**src/rtl/pic_ctrl_sync.sv**
```systemverilog
// PIC control block: ICW/OCW programming, IRR/IMR/ISR registers and the INTA
// acknowledge sequencer with 2-pulse/3-pulse modes and split cascade lines.
module pic_ctrl_sync #(
    parameter int N_IR = 8,
    parameter bit SYNC_INTA = 1'b1,
    localparam int ID_W = $clog2(N_IR)
) (
    input  logic            CLK,
    input  logic            RESET,
    input  logic            SP,
    input  logic            INTA,
    input  logic [7:0]      DATA_IN,
    input  logic [3:0]      ICWs_Flags,
    input  logic [2:0]      OCWs_Flags,
    input  logic [N_IR-1:0] IR,
    input  logic [ID_W-1:0] INT_VEC,
    input  logic [2:0]      CAS_IN,
    output logic [2:0]      CAS_OUT,
    output logic            CAS_OE,
    output logic [N_IR-1:0] IM,
    output logic [N_IR-1:0] IRR_masked,
    output logic [N_IR-1:0] ISR,
    output logic            INT,
    output logic            LTIM,
    output logic            AEOI,
    output logic            UPM,
    output logic [1:0]      Read_command,
    output logic [7:0]      opperation_OCW2,
    output logic            OCW2_VALID,
    output logic            INIT_DONE,
    output logic [7:0]      IV,
    output logic            IV_READY,
    output logic            first_ACK,
    output logic            second_ACK
);

    typedef enum logic [2:0] {IDLE, W_ICW2, W_ICW3, W_ICW4, READY} init_state_t;
    typedef enum logic [1:0] {A_IDLE, P1, P2, P3} ack_state_t;

    init_state_t init_q, init_d;
    ack_state_t  ack_q, ack_d;

    logic            sngl, ic4;
    logic [7:0]      icw2, icw3;
    logic [N_IR-1:0] im_q, isr_q, isr_d, irr_q, irr_d, ir_q;
    logic            int_q, ocw2_valid_q;
    logic [1:0]      rd_cmd_q;
    logic [7:0]      ocw2_q;
    logic [ID_W-1:0] vec;
    logic            ack_en, cas_master;

    logic inta_s, inta_d;
    logic fall, rise, pulse_low;
    logic icw1_stb, ready;
    logic ocw1_stb, ocw2_stb, ocw3_stb;
    logic p1_fall, ack_done, slave_ok, eoi_found;

    if (SYNC_INTA) begin : g_sync
        logic s1, s2;
        always_ff @(posedge CLK) begin
            if (RESET) begin
                s1 <= 1'b0;
                s2 <= 1'b0;
            end else begin
                s1 <= INTA;
                s2 <= s1;
            end
        end
        assign inta_s = s2;
    end else begin : g_nosync
        assign inta_s = INTA;
    end

    assign fall      = inta_d & ~inta_s;
    assign rise      = ~inta_d & inta_s;
    // Both stages low: excludes the edge-detect cycle so a byte never leaks
    // into the start of the following pulse.
    assign pulse_low = ~inta_d & ~inta_s;

    assign icw1_stb = ICWs_Flags[0];
    assign ready    = (init_q == READY);
    assign ocw1_stb = OCWs_Flags[0] & ready;
    assign ocw2_stb = OCWs_Flags[1] & ready;
    assign ocw3_stb = OCWs_Flags[2] & ready;

    assign p1_fall  = (ack_q == A_IDLE) & fall;
    assign ack_done = rise & (((ack_q == P2) & UPM) | (ack_q == P3));
    assign slave_ok = sngl | SP | (CAS_IN == icw3[2:0]);

    // Initialisation FSM
    always_ff @(posedge CLK) begin
        if (RESET) init_q <= IDLE;
        else       init_q <= init_d;
    end

    always_comb begin
        init_d = init_q;
        if (icw1_stb) begin
            init_d = W_ICW2;
        end else begin
            case (init_q)
                W_ICW2: if (ICWs_Flags[1]) init_d = !sngl ? W_ICW3 : (ic4 ? W_ICW4 : READY);
                W_ICW3: if (ICWs_Flags[2]) init_d = ic4 ? W_ICW4 : READY;
                W_ICW4: if (ICWs_Flags[3]) init_d = READY;
                default: init_d = init_q;
            endcase
        end
    end

    always_comb begin
        INIT_DONE = (init_q == READY);
    end

    always_ff @(posedge CLK) begin
        if (RESET) begin
            LTIM         <= 1'b0;
            sngl         <= 1'b0;
            ic4          <= 1'b0;
            AEOI         <= 1'b0;
            UPM          <= 1'b0;
            icw2         <= '0;
            icw3         <= '0;
            im_q         <= '0;
            rd_cmd_q     <= 2'b10;
            ocw2_q       <= '0;
            ocw2_valid_q <= 1'b0;
        end else if (icw1_stb) begin
            LTIM         <= DATA_IN[3];
            sngl         <= DATA_IN[1];
            ic4          <= DATA_IN[0];
            AEOI         <= 1'b0;
            UPM          <= 1'b0;
            im_q         <= '0;
            ocw2_valid_q <= 1'b0;
        end else begin
            if (init_q == W_ICW2 && ICWs_Flags[1]) icw2 <= DATA_IN;
            if (init_q == W_ICW3 && ICWs_Flags[2]) icw3 <= DATA_IN;
            if (init_q == W_ICW4 && ICWs_Flags[3]) begin
                AEOI <= DATA_IN[1];
                UPM  <= DATA_IN[0];
            end
            if (ocw1_stb) im_q <= DATA_IN[N_IR-1:0];
            if (ocw3_stb && DATA_IN[1]) rd_cmd_q <= DATA_IN[1:0];
            if (ocw2_stb) ocw2_q <= DATA_IN;
            ocw2_valid_q <= ocw2_stb;
        end
    end

    // Acknowledge FSM
    always_ff @(posedge CLK) begin
        if (RESET) begin
            ack_q  <= A_IDLE;
            inta_d <= 1'b0;
        end else begin
            ack_q  <= ack_d;
            inta_d <= inta_s;
        end
    end

    always_comb begin
        ack_d = ack_q;
        if (icw1_stb) begin
            ack_d = A_IDLE;
        end else begin
            case (ack_q)
                A_IDLE: if (fall) ack_d = P1;
                P1:     if (fall) ack_d = P2;
                P2: begin
                    if (fall && !UPM)     ack_d = P3;
                    else if (rise && UPM) ack_d = A_IDLE;
                end
                P3:     if (rise) ack_d = A_IDLE;
                default: ack_d = A_IDLE;
            endcase
        end
    end

    always_ff @(posedge CLK) begin
        if (RESET || icw1_stb) begin
            vec        <= '0;
            ack_en     <= 1'b0;
            cas_master <= 1'b0;
        end else if (p1_fall) begin
            vec        <= INT_VEC;
            ack_en     <= slave_ok;
            cas_master <= ~sngl & SP & icw3[INT_VEC];
        end
    end

    always_comb begin
        first_ACK  = (ack_q == P1);
        second_ACK = (ack_q == P2);
        CAS_OE     = cas_master & (ack_q != A_IDLE);
        CAS_OUT    = '0;
        if (CAS_OE) CAS_OUT[ID_W-1:0] = vec;
        IV         = '0;
        IV_READY   = 1'b0;
        case (ack_q)
            P1: if (!UPM) begin
                IV       = 8'hCD;
                IV_READY = pulse_low & ack_en;
            end
            P2: begin
                IV       = {icw2[7:ID_W], vec};
                IV_READY = pulse_low & ack_en & ~cas_master;
            end
            P3: begin
                IV       = icw2;
                IV_READY = pulse_low & ack_en & ~cas_master;
            end
            default: IV_READY = 1'b0;
        endcase
    end

    // ISR/IRR update: ack set, then EOI and AEOI clears applied together
    always_comb begin
        isr_d     = isr_q;
        eoi_found = 1'b0;
        if (p1_fall && slave_ok) isr_d[INT_VEC] = 1'b1;
        if (ocw2_stb && DATA_IN[7:5] == 3'b001) begin
            for (int unsigned i = 0; i < N_IR; i++) begin
                if (!eoi_found && isr_q[i]) begin
                    isr_d[i]  = 1'b0;
                    eoi_found = 1'b1;
                end
            end
        end
        if (ocw2_stb && DATA_IN[7:5] == 3'b011) isr_d[DATA_IN[ID_W-1:0]] = 1'b0;
        if (ack_done && AEOI && ack_en) isr_d[vec] = 1'b0;

        irr_d = LTIM ? IR : (irr_q | (IR & ~ir_q));
        if (!LTIM && p1_fall && slave_ok) irr_d[INT_VEC] = 1'b0;
    end

    always_ff @(posedge CLK) begin
        if (RESET) begin
            isr_q <= '0;
            irr_q <= '0;
            ir_q  <= '0;
            int_q <= 1'b0;
        end else begin
            ir_q  <= IR;
            int_q <= ready & |(irr_q & ~im_q);
            if (icw1_stb) begin
                isr_q <= '0;
                irr_q <= '0;
            end else begin
                isr_q <= isr_d;
                irr_q <= irr_d;
            end
        end
    end

    always_comb begin
        IM              = im_q;
        ISR             = isr_q;
        IRR_masked      = irr_q & ~im_q;
        INT             = int_q;
        Read_command    = rd_cmd_q;
        opperation_OCW2 = ocw2_q;
        OCW2_VALID      = ocw2_valid_q;
    end

endmodule

```
**config.mk**
```make
export PLATFORM = sky130hd
export DESIGN_NAME = pic_ctrl_sync
export DESIGN_NICKNAME = d
export VERILOG_FILES = /design/src/rtl/pic_ctrl_sync.sv
export SDC_FILE = /design/constraint.sdc
export NUM_CORES = 1
export LEC_CHECK = 0
export CAP_MARGIN = 20
export CORE_ASPECT_RATIO = 0.8
export CORE_MARGIN = 4
export CORE_UTILIZATION = 44
export CTS_CLUSTER_DIAMETER = 80
export CTS_CLUSTER_SIZE = 8
export DETAILED_ROUTE_END_ITERATION = 7
export PLACE_DENSITY = 0.85
export SLEW_MARGIN = 20
export SYNTH_ARGS = -nofsm -noshare
export SYNTH_HDL_FRONTEND = slang
export SYNTH_SLANG_ARGS = --single-unit
```
**constraint.sdc**
```tcl
create_clock -name CLK -period 1.9 [get_ports CLK]
set_clock_uncertainty 0.2 [all_clocks]
set_input_delay 0.19 -clock CLK [delete_from_list [all_inputs] [get_ports CLK]]
set_output_delay 0.19 -clock CLK [all_outputs]
set_load 0.03 [all_outputs]
```
# [Yosys cells after proc, flatten, opt, wreduce, memory -nomap -nowiden]
# Index checks and enable logic that the tools add are counted.
[word_totals] register_bits=78 input_bits=33 elab_cells=186
[classes] n_lt_le_gt_ge=6 eq_ne=20 n_bitwise=35 reduce_logical=47 muxes=54
[ops] op="8-bit two-way mux" n=7
[ops] op="8-bit bitwise AND" n=5
[ops] op="8-bit inverter" n=5
[ops] op="1-bit two-way mux" n=28
[ops] op="8-bit case mux with 3 select lines" n=1
[ops] op="1-bit logical AND" n=23
[ops] op="3-bit two-way mux" n=6
[ops] op="8-bit bitwise OR" n=2
[ops] op="1-bit bitwise AND" n=15
[ops] op="3-bit by 4-bit less-than comparator with 1-bit output (second input constant)" n=3
[ops] op="4-bit AND reduction" n=3
[ops] op="2-bit two-way mux" n=5
[ops] op="2-bit inequality test (second input constant)" n=5
[ops] op="1-bit demux with 3-bit select" n=3
[ops] op="3-bit by 2-bit equality test with 1-bit output (second input constant)" n=3
[ops] op="3-bit by 1-bit >= comparator with 1-bit output (second input constant)" n=3
[ops] op="1-bit logical NOT" n=9
[ops] op="3-bit inequality test (second input constant)" n=3
[ops] op="3-bit case mux with 3 select lines" n=1
[ops] op="2-bit case mux with 4 select lines" n=1
[ops] op="2-bit AND reduction" n=4
[ops] op="8-bit OR reduction" n=1
[ops] op="3-bit by 1-bit equality test with 1-bit output (second input constant)" n=2
[ops] op="1-bit inverter" n=5
[ops] op="15 further kinds" n=19

# [Depth between registers and ports, before layout]
[depth] word_depth=36 depth_mapped=7 mapped_depth_nobuf=4

# [Least setup slack after synthesis]
# OpenSTA, ideal clock, no wires.
[synth_timing] path_type="register to output" from="register ack_q[0]" to="output port IV_READY" stages_incl_launch_ff=6 required_time_ps=1510 arrival_time_ps=2160 path_slack_ps=-650 path_buffers=1 cell_sequence="dfxtp_1 -> clkbuf_1 -> nand2b_1 -> nor2_1 -> a21oi_1 -> nor4b_1"
[synth_via] elab_chain_len=3 elab_cells_between_ends=5 cone_classes="3 x eq/ne; 1 x mux; 1 x reduce/logical"
[synth_lines] element="start: declaration" line="41" source="ack_state_t ack_q, ack_d;"
[synth_lines] element="start signal: assignment" line="155" source="ack_q <= ack_d;"
[synth_lines] element="2-bit equality test" line="198" source="case (ack_q)"
[synth_lines] element="2-bit OR reduction (no source line)"
[synth_lines] element="1-bit case mux with 2 select lines (*)" line="198"
[synth_lines] element="end: declaration" line="32" source="output logic IV_READY,"
# Mark *: on every way between the ends. The rest lies on a longest branch, timed or not.

# [Worst setup path after layout]
[layout_timing] from="register ack_q[1]" to="output port IV_READY"
# The elaborated chain is that of the path after synthesis.

==> out/metrics.csv <==
metric,value,unit
clkLatencyLatePin,0.37,ns
period_needed,2.07,ns
dr.pass1.iters,5,
stdcell_area,0.00535,mm^2
worst_pin_slew,0.366,ns
grt_pass1_wl,18.4,mm
final_common_cell,dfxtp_1,
grt_pass1_vias,3560,
status,"finished, violations left",
syn-instance-count,400,
cts_buffers,9,
critPathMaxFanout,3,
via_count,3513,
ir_worst_vdd,0.382,mV
syn_nets,433,
die_h,88.3,um
hold_class,in2reg,
dr.first_iter.drc_count,254,
slew_headroom,75.5,%
startpoint_type,flip-flop,
ant_nets,0,
power_density,678,mW/mm^2
finalWirelength,11.5,mm
wl_per_cell,18.0,um
maxSlewViolCount,0,
area_growth,50.8,%
hpwl,8.33,mm
layout_setup_ws,-0.175,ns
rsz0062_at_grt,true,
syn-cell-area,0.00355,mm^2
tritoncts,built,
fin_crit_sh,109,%
die_w,108,um
end_kind,output port,
diodes,0,
synth_edf_count,0,
final_cell_mix,"dfxtp_1 (74), clkdlybuf4s50_1 (56), buf_4 (51)",
fin_tns_setup,-1.77,ns
drt-vias-per-instance,5.49,
p_leak,2.22,nW
io_buffers,87,
clk_path_buf_depth,2,
drcViolationCount,0,
ys_seq_elements,78,
cts-htree-levels,3,
rows,28,
ys_warn_count,0,
cts_sinks,78,
hold_viol_final,0,
gp_congestion,0.957,
async_reset_ff_share,0,%
avgSynthCellArea,8.87,um^2
start_util,46.7,%
antenna_found_initial,0,
seq_area_frac_synth,44.0,%
setup_viol,21,
grt_usage,25.1,%
core_region_area,0.00760,mm^2
fmax,482,MHz
maxCapViolations,0,
overflow,0,
drive_above_1_share,24.1,%
synthFlopType,dfxtp_1,
arrival,1.68,ns
clk_pin_slew,0.08,ns
grt_max_degree,44,
final_nets,563,
io_pins,88,
crit_type,reg2out,
cts_root_buf,clkbuf_8,
worstPathRequired,1.51,ns
die-area,0.00957,mm^2
post_dp_cell_area,0.00485,mm^2
violations,setup timing,
synth.distinct_cells,50,
report_power, final:
group	total, mW	internal (mW)	switching, mW
logic	0.416	0.199	0.217
registers	1.69	1.67	0.0231
clock network	1.52	0.842	0.679
total	3.63	2.71	0.919
sequential cells by signal, summed over array words and instances (netlist names), 2 cells and up:
name	flops
vec	3
IM	8
init_q	3
icw2	8
icw3	8
irr_q	8
ack_q	2
opperation_OCW2	8
ir_q	8
Read_command	2
ISR	8
what timing repair did:
item,in CTS,in global routing
gates resized for setup,56,32
cloned,0,0
setup buffers,8,5
setup endpoints to repair,37,35
hold buffers,0,0
pin swaps,10,16
final timing paths:
path,endpoint,slack (ns),from,cells after the start
worst max-delay path,IV_READY,-0.17,ack_q[1]$_SDFFE_PP0P_,7
worst min-delay path,g_sync.s1$_SDFF_PP0_,0.17,INTA,2
worst max register to register,ISR[1]$_SDFF_PP0_,-0.11,ack_q[1]$_SDFFE_PP0P_,6
worst min register to register,g_sync.s2$_SDFF_PP0_,0.24,g_sync.s1$_SDFF_PP0_,1
cell type report:
cell class,instances,area (um^2)
fill,569,2250
multi-input combinational,286,2000
sequential,78,1570
timing repair buffer,145,1370
clock buffer,10,149
tap,105,131
clock inverter,6,97.6
inverter,10,37.5
critical path, stage by stage, from the launching register on:
cell and delay, ns:
dfxtp_4 0.36, buf_6 0.12, buf_12 0.11, nand2b_4 0.14, nor2_4 0.12, a21oi_2 0.05
nor4b_4 0.24, buf_6 0.17
synth_stat cells, types with 7 or more instances:
| cell | n | area [um^2] |
|---|---|---|
| nand2_1 | 39 | 146 |
| nor2b_1 | 31 | 194 |
| clkbuf_1 | 22 | 82.6 |
| inv_1 | 10 | 37.5 |
| mux2i_1 | 33 | 330 |
| a21oi_1 | 28 | 140 |
| nand2b_1 | 9 | 56.3 |
| o221ai_1 | 7 | 61.3 |
| nor3_1 | 7 | 35.0 |
| nor2_1 | 41 | 154 |
| dfxtp_1 | 78 | 1560 |
metal layers:
metal / vias to the layer above / share of wire (%) / track usage [%]
li1: 1656 / - / -
met1: 1670 / 42 / 31.7
met2: 158 / 47 / 42.0
met3: 29 / 8.2 / 8.10
met4: 0 / 2.2 / 5.96
met5: - / 0 / 0
kinds of logic after synthesis:
kind of cell           count (synthesis)  share of synthesized area [%]
multiplexers                          38                           11.5
buffers and inverters                 36                           3.95
AND/OR/NAND/NOR                      174                           26.7
XOR/XNOR                               3                          0.741
AO/OA/AOI/OAI                         71                           13.1
flip-flops                            78                           44.0
stage by stage:
stage	instances	utilization [%]	power [mW]	hold slack [ns]	setup WS (ns)
after floorplan	400	-	1.91	0.106	0.00399
after global placement	613	63.7	2.11	0.218	-0.110
after detailed placement	613	63.7	2.12	0.228	-0.163
after CTS	636	68.8	3.63	0.162	-0.168
after global routing	640	70.3	3.75	0.163	-0.241
final	640	70.3	3.63	0.170	-0.175
No activity file was read; power rests on OpenSTA's default activity.
